## src/rtl/pwm_capture.sv

```systemverilog
// Multi-channel PWM input capture: measures period and high time of each pwmi
// input in clk cycles and exposes them on the generator-compatible register bus.
module pwm_capture #(
  parameter int unsigned CHANNELS = 8
) (
  input  logic                clk,
  input  logic                rst,
  input  logic                rd,
  input  logic                wr,
  input  logic [7:0]          din,
  input  logic [6:0]          adrs,
  output logic [7:0]          dout,
  input  logic [CHANNELS-1:0] pwmi,
  output logic [CHANNELS-1:0] capv
);

  logic [CHANNELS-1:0] sync1, sync2, sync3;
  logic [CHANNELS-1:0] rise, fall;
  logic [CHANNELS-1:0] en, en_nxt, ovf, valid, armed, fall_seen, stuck;
  logic [CHANNELS-1:0] ovf_set, store;
  logic [CHANNELS-1:0] sel_ctrl, sel_per, sel_duty;
  logic [7:0]          cnt    [CHANNELS];
  logic [7:0]          hi     [CHANNELS];
  logic [7:0]          period [CHANNELS];
  logic [7:0]          duty   [CHANNELS];
  logic [7:0]          rdata;
  logic                unused_din;

  assign unused_din = ^{din[7:3], din[1]};

  // sync2 is the synchronized level; sync3 is the edge-detect history flop
  assign rise = sync2 & ~sync3;
  assign fall = ~sync2 & sync3;

  always_ff @(posedge clk) begin
    if (rst) begin
      sync1 <= '0;
      sync2 <= '0;
      sync3 <= '0;
    end else begin
      sync1 <= pwmi;
      sync2 <= sync1;
      sync3 <= sync2;
    end
  end

  always_comb begin
    sel_ctrl = '0;
    sel_per  = '0;
    sel_duty = '0;
    for (int unsigned n = 0; n < CHANNELS; n++) begin
      sel_ctrl[n] = (adrs == 7'(n * 12));
      sel_per[n]  = (adrs == 7'(n * 12 + 4));
      sel_duty[n] = (adrs == 7'(n * 12 + 8));
    end
  end

  // Capture logic follows the post-write enable so a disable takes effect on the write edge
  always_comb begin
    en_nxt  = en;
    ovf_set = '0;
    store   = '0;
    for (int unsigned n = 0; n < CHANNELS; n++) begin
      en_nxt[n]  = (wr && sel_ctrl[n]) ? din[0] : en[n];
      ovf_set[n] = en_nxt[n] && !rise[n] && (cnt[n] == 8'hFF) && !stuck[n];
      store[n]   = en_nxt[n] && rise[n] && armed[n];
    end
  end

  always_comb begin
    rdata = '0;
    for (int unsigned n = 0; n < CHANNELS; n++) begin
      if (sel_ctrl[n]) rdata = {4'b0000, sync2[n], ovf[n], valid[n], en[n]};
      if (sel_per[n])  rdata = period[n];
      if (sel_duty[n]) rdata = duty[n];
    end
  end

  always_ff @(posedge clk) begin
    if (rst) begin
      dout <= '0;
    end else if (rd) begin
      dout <= rdata;
    end
  end

  always_ff @(posedge clk) begin
    if (rst) begin
      en        <= '0;
      ovf       <= '0;
      valid     <= '0;
      armed     <= '0;
      fall_seen <= '0;
      stuck     <= '0;
      capv      <= '0;
      for (int unsigned n = 0; n < CHANNELS; n++) begin
        cnt[n]    <= '0;
        hi[n]     <= '0;
        period[n] <= '0;
        duty[n]   <= '0;
      end
    end else begin
      en   <= en_nxt;
      capv <= store;
      for (int unsigned n = 0; n < CHANNELS; n++) begin
        if (ovf_set[n]) begin
          ovf[n] <= 1'b1;
        end else if (wr && sel_ctrl[n] && din[2]) begin
          ovf[n] <= 1'b0;
        end

        if (!en_nxt[n]) begin
          cnt[n]       <= '0;
          armed[n]     <= 1'b0;
          valid[n]     <= 1'b0;
          fall_seen[n] <= 1'b0;
          stuck[n]     <= 1'b0;
        end else if (rise[n]) begin
          // cnt restarts at 1 so that its value at the next rise equals the period
          cnt[n]       <= 8'd1;
          armed[n]     <= 1'b1;
          fall_seen[n] <= 1'b0;
          stuck[n]     <= 1'b0;
          if (armed[n]) begin
            period[n] <= cnt[n];
            duty[n]   <= !fall_seen[n] ? 8'h00 :
                         (hi[n] >= cnt[n]) ? cnt[n] : hi[n];
            valid[n]  <= 1'b1;
          end
        end else begin
          if (cnt[n] != 8'hFF) cnt[n] <= cnt[n] + 8'd1;
          if (fall[n] && armed[n]) begin
            hi[n]        <= cnt[n];
            fall_seen[n] <= 1'b1;
          end
          // stuck marks that this saturation already raised ovf, so a clear is not undone
          if (cnt[n] == 8'hFF && !stuck[n]) begin
            stuck[n] <= 1'b1;
            valid[n] <= 1'b0;
            armed[n] <= 1'b0;
          end
        end
      end
    end
  end

endmodule

```

## config.mk

```make
export PLATFORM = sky130hd
export DESIGN_NAME = pwm_capture
export DESIGN_NICKNAME = d
export VERILOG_FILES = /design/src/rtl/pwm_capture.sv
export SDC_FILE = /design/constraint.sdc
export NUM_CORES = 1
export LEC_CHECK = 0
export BUFFER_PORTS_ARGS = -buffer_cell sky130_fd_sc_hd__buf_2
export CAP_MARGIN = 20
export CORE_MARGIN = 5
export CORE_UTILIZATION = 33
export DETAILED_ROUTE_END_ITERATION = 12
export GPL_ROUTABILITY_DRIVEN = 1
export GPL_TIMING_DRIVEN = 0
export PLACE_DENSITY = 0.47
export SLEW_MARGIN = 20
export SYNTH_ARGS = -nofsm -noshare
export SYNTH_HDL_FRONTEND = slang
export SYNTH_SLANG_ARGS = --single-unit
```

## constraint.sdc

```tcl
create_clock -name clk -period 3.53 [get_ports clk]
set_clock_uncertainty 0.2 [all_clocks]
set_input_delay 0.706 -clock clk [delete_from_list [all_inputs] [get_ports clk]]
set_output_delay 0.706 -clock clk [all_outputs]
set_load 0.1 [all_outputs]
```

# Word level (Yosys, flattened, before mapping)
# Memories as Yosys holds them, arrays and structs flattened.
# Cells that the tools add are included.
# classes
n_bitwise,60
eq_ne,47
muxes,322
order_cmp,8
addsub,8
n_reduce_logical,129
# ops
op,count
$mux W8,87
$mux W1,234
$logic_and A1 B1 Y1,72
$add A8 B1 Y8 const B,8
$eq A8 B8 Y1 const B,8
$ge A8 B8 Y1,8
$ne A8 B8 Y1 const B,8
$eq A7 B6 Y1 const B,8
$eq A7 B7 Y1 const B,8
$or A1 B1 Y1,48
$reduce_bool A2 Y1,16
$eq A7 B5 Y1 const B,4
$reduce_or A3 Y1,8
$and A8 B8 Y8,2
$logic_not A1 Y1,16
$ne A2 B1 Y1 const B,8
$not A8 Y8,2
$reduce_and A2 Y1,8
$reduce_or A2 Y1,8
$eq A7 B4 Y1 const B,2
$not A1 Y1,8
$eq A7 B3 Y1 const B,1
$logic_not A7 Y1,1
$mux W4,1
# totals
regBits,88
out_inout_bits,16
ramBits,256
wordCells,624
memories,4
in_bits,27
# memory_table
name,depth,width,rd,rd_ports_with_merged_regs,write_ports,line_no,text
cnt,8,8,8,0,8,22,logic [7:0] cnt [CHANNELS];
duty,8,8,8,0,8,25,logic [7:0] duty [CHANNELS];
hi,8,8,8,0,8,23,logic [7:0] hi [CHANNELS];
period,8,8,8,0,8,24,logic [7:0] period [CHANNELS];

# Longest topological paths before layout
# Gate-level depths: netlist of run 1.
# logic_depth
depth_word,25
ltp_mapped,10
depth_no_buf,8

# Least setup slack after synthesis of run 1
# No wires, ideal clock.
# synth_timing
path_type,input-to-reg
startpoint,input port adrs[3]
endpoint,"memory duty[7][0], in the netlist duty[1][24] (enable)"
slack_ns,0.011
cell_stages,6
n_path_buf,2
setup_time_ns,0.411
required_ns,2.919
arrival_time_ns,2.908
path_cell_list,buf_6 or4b_4 buf_6 nor3_2 mux2i_1 o21ai_0
# synth_rtl
item,line_no,text
start: declaration,11,"input logic [6:0] adrs,"
end: declaration,25,

==> impl_metrics.ini, run 1 <==
[status]
status = complete, no violations

[worst_hold_path]
worstHoldPathType = input pin to flop

[sta]
post-route-min-period_ns = 3.50
slew_headroom_pct = 19.1
rsz0062_at_grt = false
tightest_slew_ns = 1.21
setup_ws_ns = 0.0267
final.period_utilization_pct = 99.2
setup_violations = 0
hold_viol_final = 0
drv_slew = 0
fmax_mhz = 285

[placement]
routabilityCongestion = 0.957
io_buffers = 35
hpwl_mm = 40.0
dp_cells = 2442
dpl_worst_slack_ns = -0.433

[logic_synthesis]
synth_nets = 1815
syn_inst = 1716
ys.flop_type = edfxtp_1
synth_cell_types = 75
synth_edf_count = 256
ys_seq_elements = 344
ys_seq_area_share_pct = 53.6
async_reset_ff_share_pct = 0
ys_warn_count = 0
postSynthAreaPerCell_um2 = 10.3
syn_area_um2 = 17600

[clock_tree]
ctsResizeCount = 0
cts_hold_buf = 0
cts_root_buffer = clkbuf_16
clockBufferDepth = 3
clk_latency_ns = 0.55
htree_levels = 2
path_clk_slew_ns = 0.05
cts_tree = done
numClockSinks = 344
numCtsBuffers = 42
post_cts_buffers = 0

[pwr]
p_int_mw = 7.30
power.density_nw_per_um2 = 466
seq_power_share_pct = 47.4
ir_worst_vdd_uv = 283
netSwitchingPower_mw = 2.11
p_leak_nw = 6.65
p_comb_share_pct = 5.0
netSwitchingFraction_pct = 22.4
clockPowerShare_pct = 47.6

[die]
die_x_um = 241
io_pins = 43
core_area_um2 = 52800
die_area_um2 = 58100
fp.dieH_um = 241
fp-row-count = 84
start_util_pct = 33.4

[job]
cap_violations = 0

[cells_and_area]
utilization_pct = 38.2
mostFrequentLayoutCell = edfxtp_1
area_growth_pct = 14.4
nets = 1898
regArea_um2 = 9450
fin_cells = 2520
diodes = 0
layout_common_cells = 256 x edfxtp_1, 148 x nor2_1, 128 x nand3_1
n_fill_cell = 5175
multiInputGateArea_um2 = 7540
drive_gt1_share_pct = 8.62

[drt]
route.detailed.drc = 0
wl_per_cell_um = 21.2
num_vias = 13711
ant_nets = 0
drt_iter0_drc = 1204
drt_wl_total_mm = 53.5
drtPass1Iterations = 7
via_per_inst = 5.44

[global_routing]
grt_max_degree = 17
grt_pass1_vias = 13421
grt_pass1_wl_mm = 81.4
track_usage_pct = 18.1
grt_antenna_before_repair = 1
grt_overflow_total = 0

[setup_path]
cp_data_arrival_time_ns = 3.48
worstPathMaxFanout = 10
cp-start-kind = input pin
crit_type = input pin to flop
crit_path_end_kind = flop
crit_required_ns = 3.51
==> cells by family after synthesis <==
family	share of synthesized area, %
AND/OR/NAND/NOR	18.5
AO/OA/AOI/OAI	15.1
flip-flops	53.6
buffers and inverters	3.79
adder cells (fa/ha/maj)	5.11
XOR/XNOR	2.44
multiplexers	1.45
==> flip-flops by register name, summed over array words and instances (netlist names) <==
name       cells
ovf            8
en             8
armed          8
period        64
sync3          8
fall_seen      8
stuck          8
capv           8
dout           8
valid          8
duty          64
sync1          8
sync2          8
cnt           64
hi            64
==> cells in the mapped netlist, types with 11 or more instances <==
library cell,instances,area (um^2)
a21boi_0,40,300
and3_1,14,87.6
nand3b_1,14,105
nor2_1,148,556
inv_1,101,379
nand2_1,70,263
edfxtp_1,256,7690
a21o_1,18,135
buf_2,11,55.1
mux2i_1,12,120
ha_1,72,901
and2_1,12,75.1
or3_1,13,81.3
nand3_1,128,641
o21ai_0,128,641
o21a_1,21,158
clkbuf_1,38,143
xnor2_1,49,429
a21oi_1,107,536
nor3_1,113,566
o22ai_1,12,75.1
dfxtp_1,88,1760
nor2b_1,54,338
nand2b_1,24,150
==> area by class of cell <==
class	instances	area share [%]
clock inverter	21	1.32
sequential	344	46.9
tap	688	4.27
buffer	63	1.40
timing repair buffer	39	1.06
clock buffer	56	5.78
multi-input combinational	1207	37.4
inverter	102	1.92
==> critical path, cell delays in order <==
cell and delay, ns:
buf_2 0.12, clkbuf_1 0.90, inv_1 0.48, clkbuf_1 0.58, o21ai_1 0.67
==> metrics by stage <==
step	setup TNS (ns)	instance area, um^2	hold slack [ns]	total power [mW]
after floorplan	0	17600	0.214	4.81
after global placement	-145.59	18700	0.221	4.99
after detailed placement	-59.86	18700	0.228	5.00
after CTS	0	20200	0.119	9.52
after global routing	0	20200	0.152	9.73
final	0	20200	0.157	9.40
==> power groups by stage <==
stage                     logic (mW)  registers (mW)  clock network (mW)
after floorplan                0.279            4.53                   0
after global placement         0.443            4.55                   0
after detailed placement       0.455            4.54                   0
after CTS                      0.457            4.46                4.61
after global routing           0.502            4.46                4.77
final                          0.466            4.46                4.48
==> per-layer routing <==
metal	global-route usage, %	up-vias	routed length (um)
li1	-	6547	-
met1	24.9	6668	24400
met4	5.71	0	1640
met3	3.55	83	3050
met5	0	-	0
met2	29.0	413	24400
==> path summary, 6_finish.rpt <==
kind | endpoint | depth (start not counted) | startpoint | slack, ns
hold / removal | sync1[6]$_SDFF_PP0_ | 2 | pwmi[6] | 0.16
hold reg to reg | sync2[2]$_SDFF_PP0_ | 1 | sync1[2]$_SDFF_PP0_ | 0.23
setup / recovery | hi[0][10]$_SDFFCE_PN0P_ | 5 | rst | 0.03
setup reg to reg | duty[1][3]$_SDFFCE_PN0P_ | 7 | cnt[1][5]$_SDFFCE_PN0P_ | 0.49
Power figures use the tool's default switching activity.
==> run 2, diff against run 1 <==
- BUFFER_PORTS_ARGS: -buffer_cell sky130_fd_sc_hd__buf_2 -> default
- DONT_BUFFER_PORTS: default -> 1
- PLACE_DENSITY: 0.47 -> 0.46
- REMOVE_ABC_BUFFERS: default -> 1
==> run 2 against run 1 <==
Net effect: critical path depth increased by 1; register-to-register slack hardly changed; design area is 1.3% lower; highest routed layer unchanged; global-route usage shrank 1.1 points; maximum frequency increased by 10%; largest cell class unchanged; power up 1.0%.
==> impl_metrics.ini, run 2 (synthesis results as in run 1) <==
[clock_tree]
path_clk_slew_ns = 0.05
cts_tree = done
clk_latency_ns = 0.57
cts_root_buffer = clkbuf_16
clockBufferDepth = 3
numClockSinks = 344
ctsResizeCount = 0
htree_levels = 2
numCtsBuffers = 42

[sta]
hold_viol_final = 0
setup_violations = 0
setup_ws_ns = 0.353
post-route-min-period_ns = 3.18
slew_headroom_pct = 24.4
rsz0062_at_grt = false
fmax_mhz = 315
tightest_slew_ns = 1.13
fin_tns_setup_ns = 0
final.period_utilization_pct = 90.0
drv_slew = 0

[setup_path]
r2r_setup_slack_ns = 0.48
crit_required_ns = 3.68
cp_data_arrival_time_ns = 3.32
crit_path_end_kind = flop
ff2ff_path_depth = 7
crit_type = input pin to flop
worstPathMaxFanout = 65
cp-start-kind = input pin
r2r-start = cnt[1][13]$_SDFFCE_PN0P_
r2r_end = duty[1][11]$_SDFFCE_PN0P_

[worst_hold_path]
whs_path_depth = 1
hold_path_end = sync2[0]$_SDFF_PP0_
worstHoldPathType = input pin to flop
hold_path.startpoint = rst

[drt]
num_vias = 13089
ant_nets = 0
drt_iter0_drc = 1078
drtPass1Iterations = 5
via_per_inst = 5.38
wl_per_cell_um = 20.5
drt_wl_total_mm = 49.9
route.detailed.drc = 0

[status]
status = complete, no violations

[pwr]
ir_worst_vdd_uv = 314
p_leak_nw = 6.45
p_total_mw = 9.50
power.density_nw_per_um2 = 477

[global_routing]
grt_antenna_before_repair = 1
grt_overflow_total = 0
grt_pass1_vias = 12931
grt_pass1_wl_mm = 77.0
grt_max_degree = 66
track_usage_pct = 17.0

[die]
die_x_um = 241
start_util_pct = 33.4
io_pins = 43
die_area_um2 = 58100
core_area_um2 = 52800
fp-row-count = 84
fp.dieH_um = 241

[cells_and_area]
nets = 1809
area_growth_pct = 12.9
n_fill_cell = 5240
final_cell_area_um2 = 19900
fin_cells = 2432
layout_common_cells = 256 x edfxtp_1, 147 x nor2_1, 128 x nand3_1
diodes = 0
drive_gt1_share_pct = 6.77
mostFrequentLayoutCell = edfxtp_1

[placement]
dp_cells = 2350
place_area_um2 = 18400
routabilityCongestion = 0.854
dpl_worst_slack_ns = -0.199
hpwl_mm = 35.8
io_buffers = 0

[job]
cap_violations = 0
run 2: final cells by class:
class	count	area (um^2)	area share (%)
Inverter	102	388	1.95
Timing Repair Buffer	13	145	0.729
Tap cell	688	861	4.32
Sequential cell	344	9450	47.5
Clock buffer	62	1270	6.39
Clock inverter	16	234	1.18
Multi-Input combinational cell	1207	7550	38.0
run 2: worst max path at each step:
stage | from | end | slack, ns | cells after the start
CTS | adrs[3] | duty[0][21]$_SDFFCE_PN0P_ | 0.39 | 6
global placement | adrs[5] | duty[0][17]$_SDFFCE_PN0P_ | -1.12 | 4
finish | adrs[3] | duty[0][23]$_SDFFCE_PN0P_ | 0.35 | 6
global route | adrs[1] | duty[0][23]$_SDFFCE_PN0P_ | 0.16 | 6
detailed placement | adrs[1] | dout[7]$_SDFFE_PP0P_ | -0.20 | 6
floorplan | adrs[5] | duty[0][16]$_SDFFCE_PN0P_ | -0.12 | 4
run 2: per-layer routing:
| layer | up-vias | part of all wire (%) | GRT usage [%] | routed length, um |
|---|---|---|---|---|
| li1 | 6353 | - | - | - |
| met5 | - | 0 | 0 | 0 |
| met4 | 0 | 2.0 | 4.43 | 1010 |
| met3 | 67 | 6.2 | 3.50 | 3100 |
| met1 | 6340 | 45 | 23.3 | 22400 |
| met2 | 329 | 47 | 27.6 | 23300 |
run 2: what timing repair did:
action,CTS,global route
hold buffers,4,0
buffers inserted,0,0
hold endpoints to repair,3,0
run 2: metrics by stage:
| stage | hold WS [ns] | util (%) |
|---|---|---|
| after global routing | 0.00555 | 37.7 |
| after global placement | 0.229 | 34.5 |
| final | 0.0306 | 37.7 |
| after floorplan | 0.214 | - |
| after detailed placement | 0.228 | 34.8 |
| after CTS | 0.000390 | 37.7 |
run 2: worst max-delay path, cell delays in order:
cell	delay (ns)
nor2b_1	0.76
nand3_1	0.19
mux2i_1	0.28
or2_2	0.53
nor2_1	0.46
a21boi_0	0.34
run 2: power breakdown:
part / leakage [nW] / internal (mW) / total [mW] / switching (mW)
Clock: 0.733 / 2.94 / 4.68 / 1.74
Sequential: 3.51 / 4.40 / 4.47 / 0.0639
Combinational: 2.21 / 0.117 / 0.350 / 0.233
Total: 6.45 / 7.46 / 9.50 / 2.04
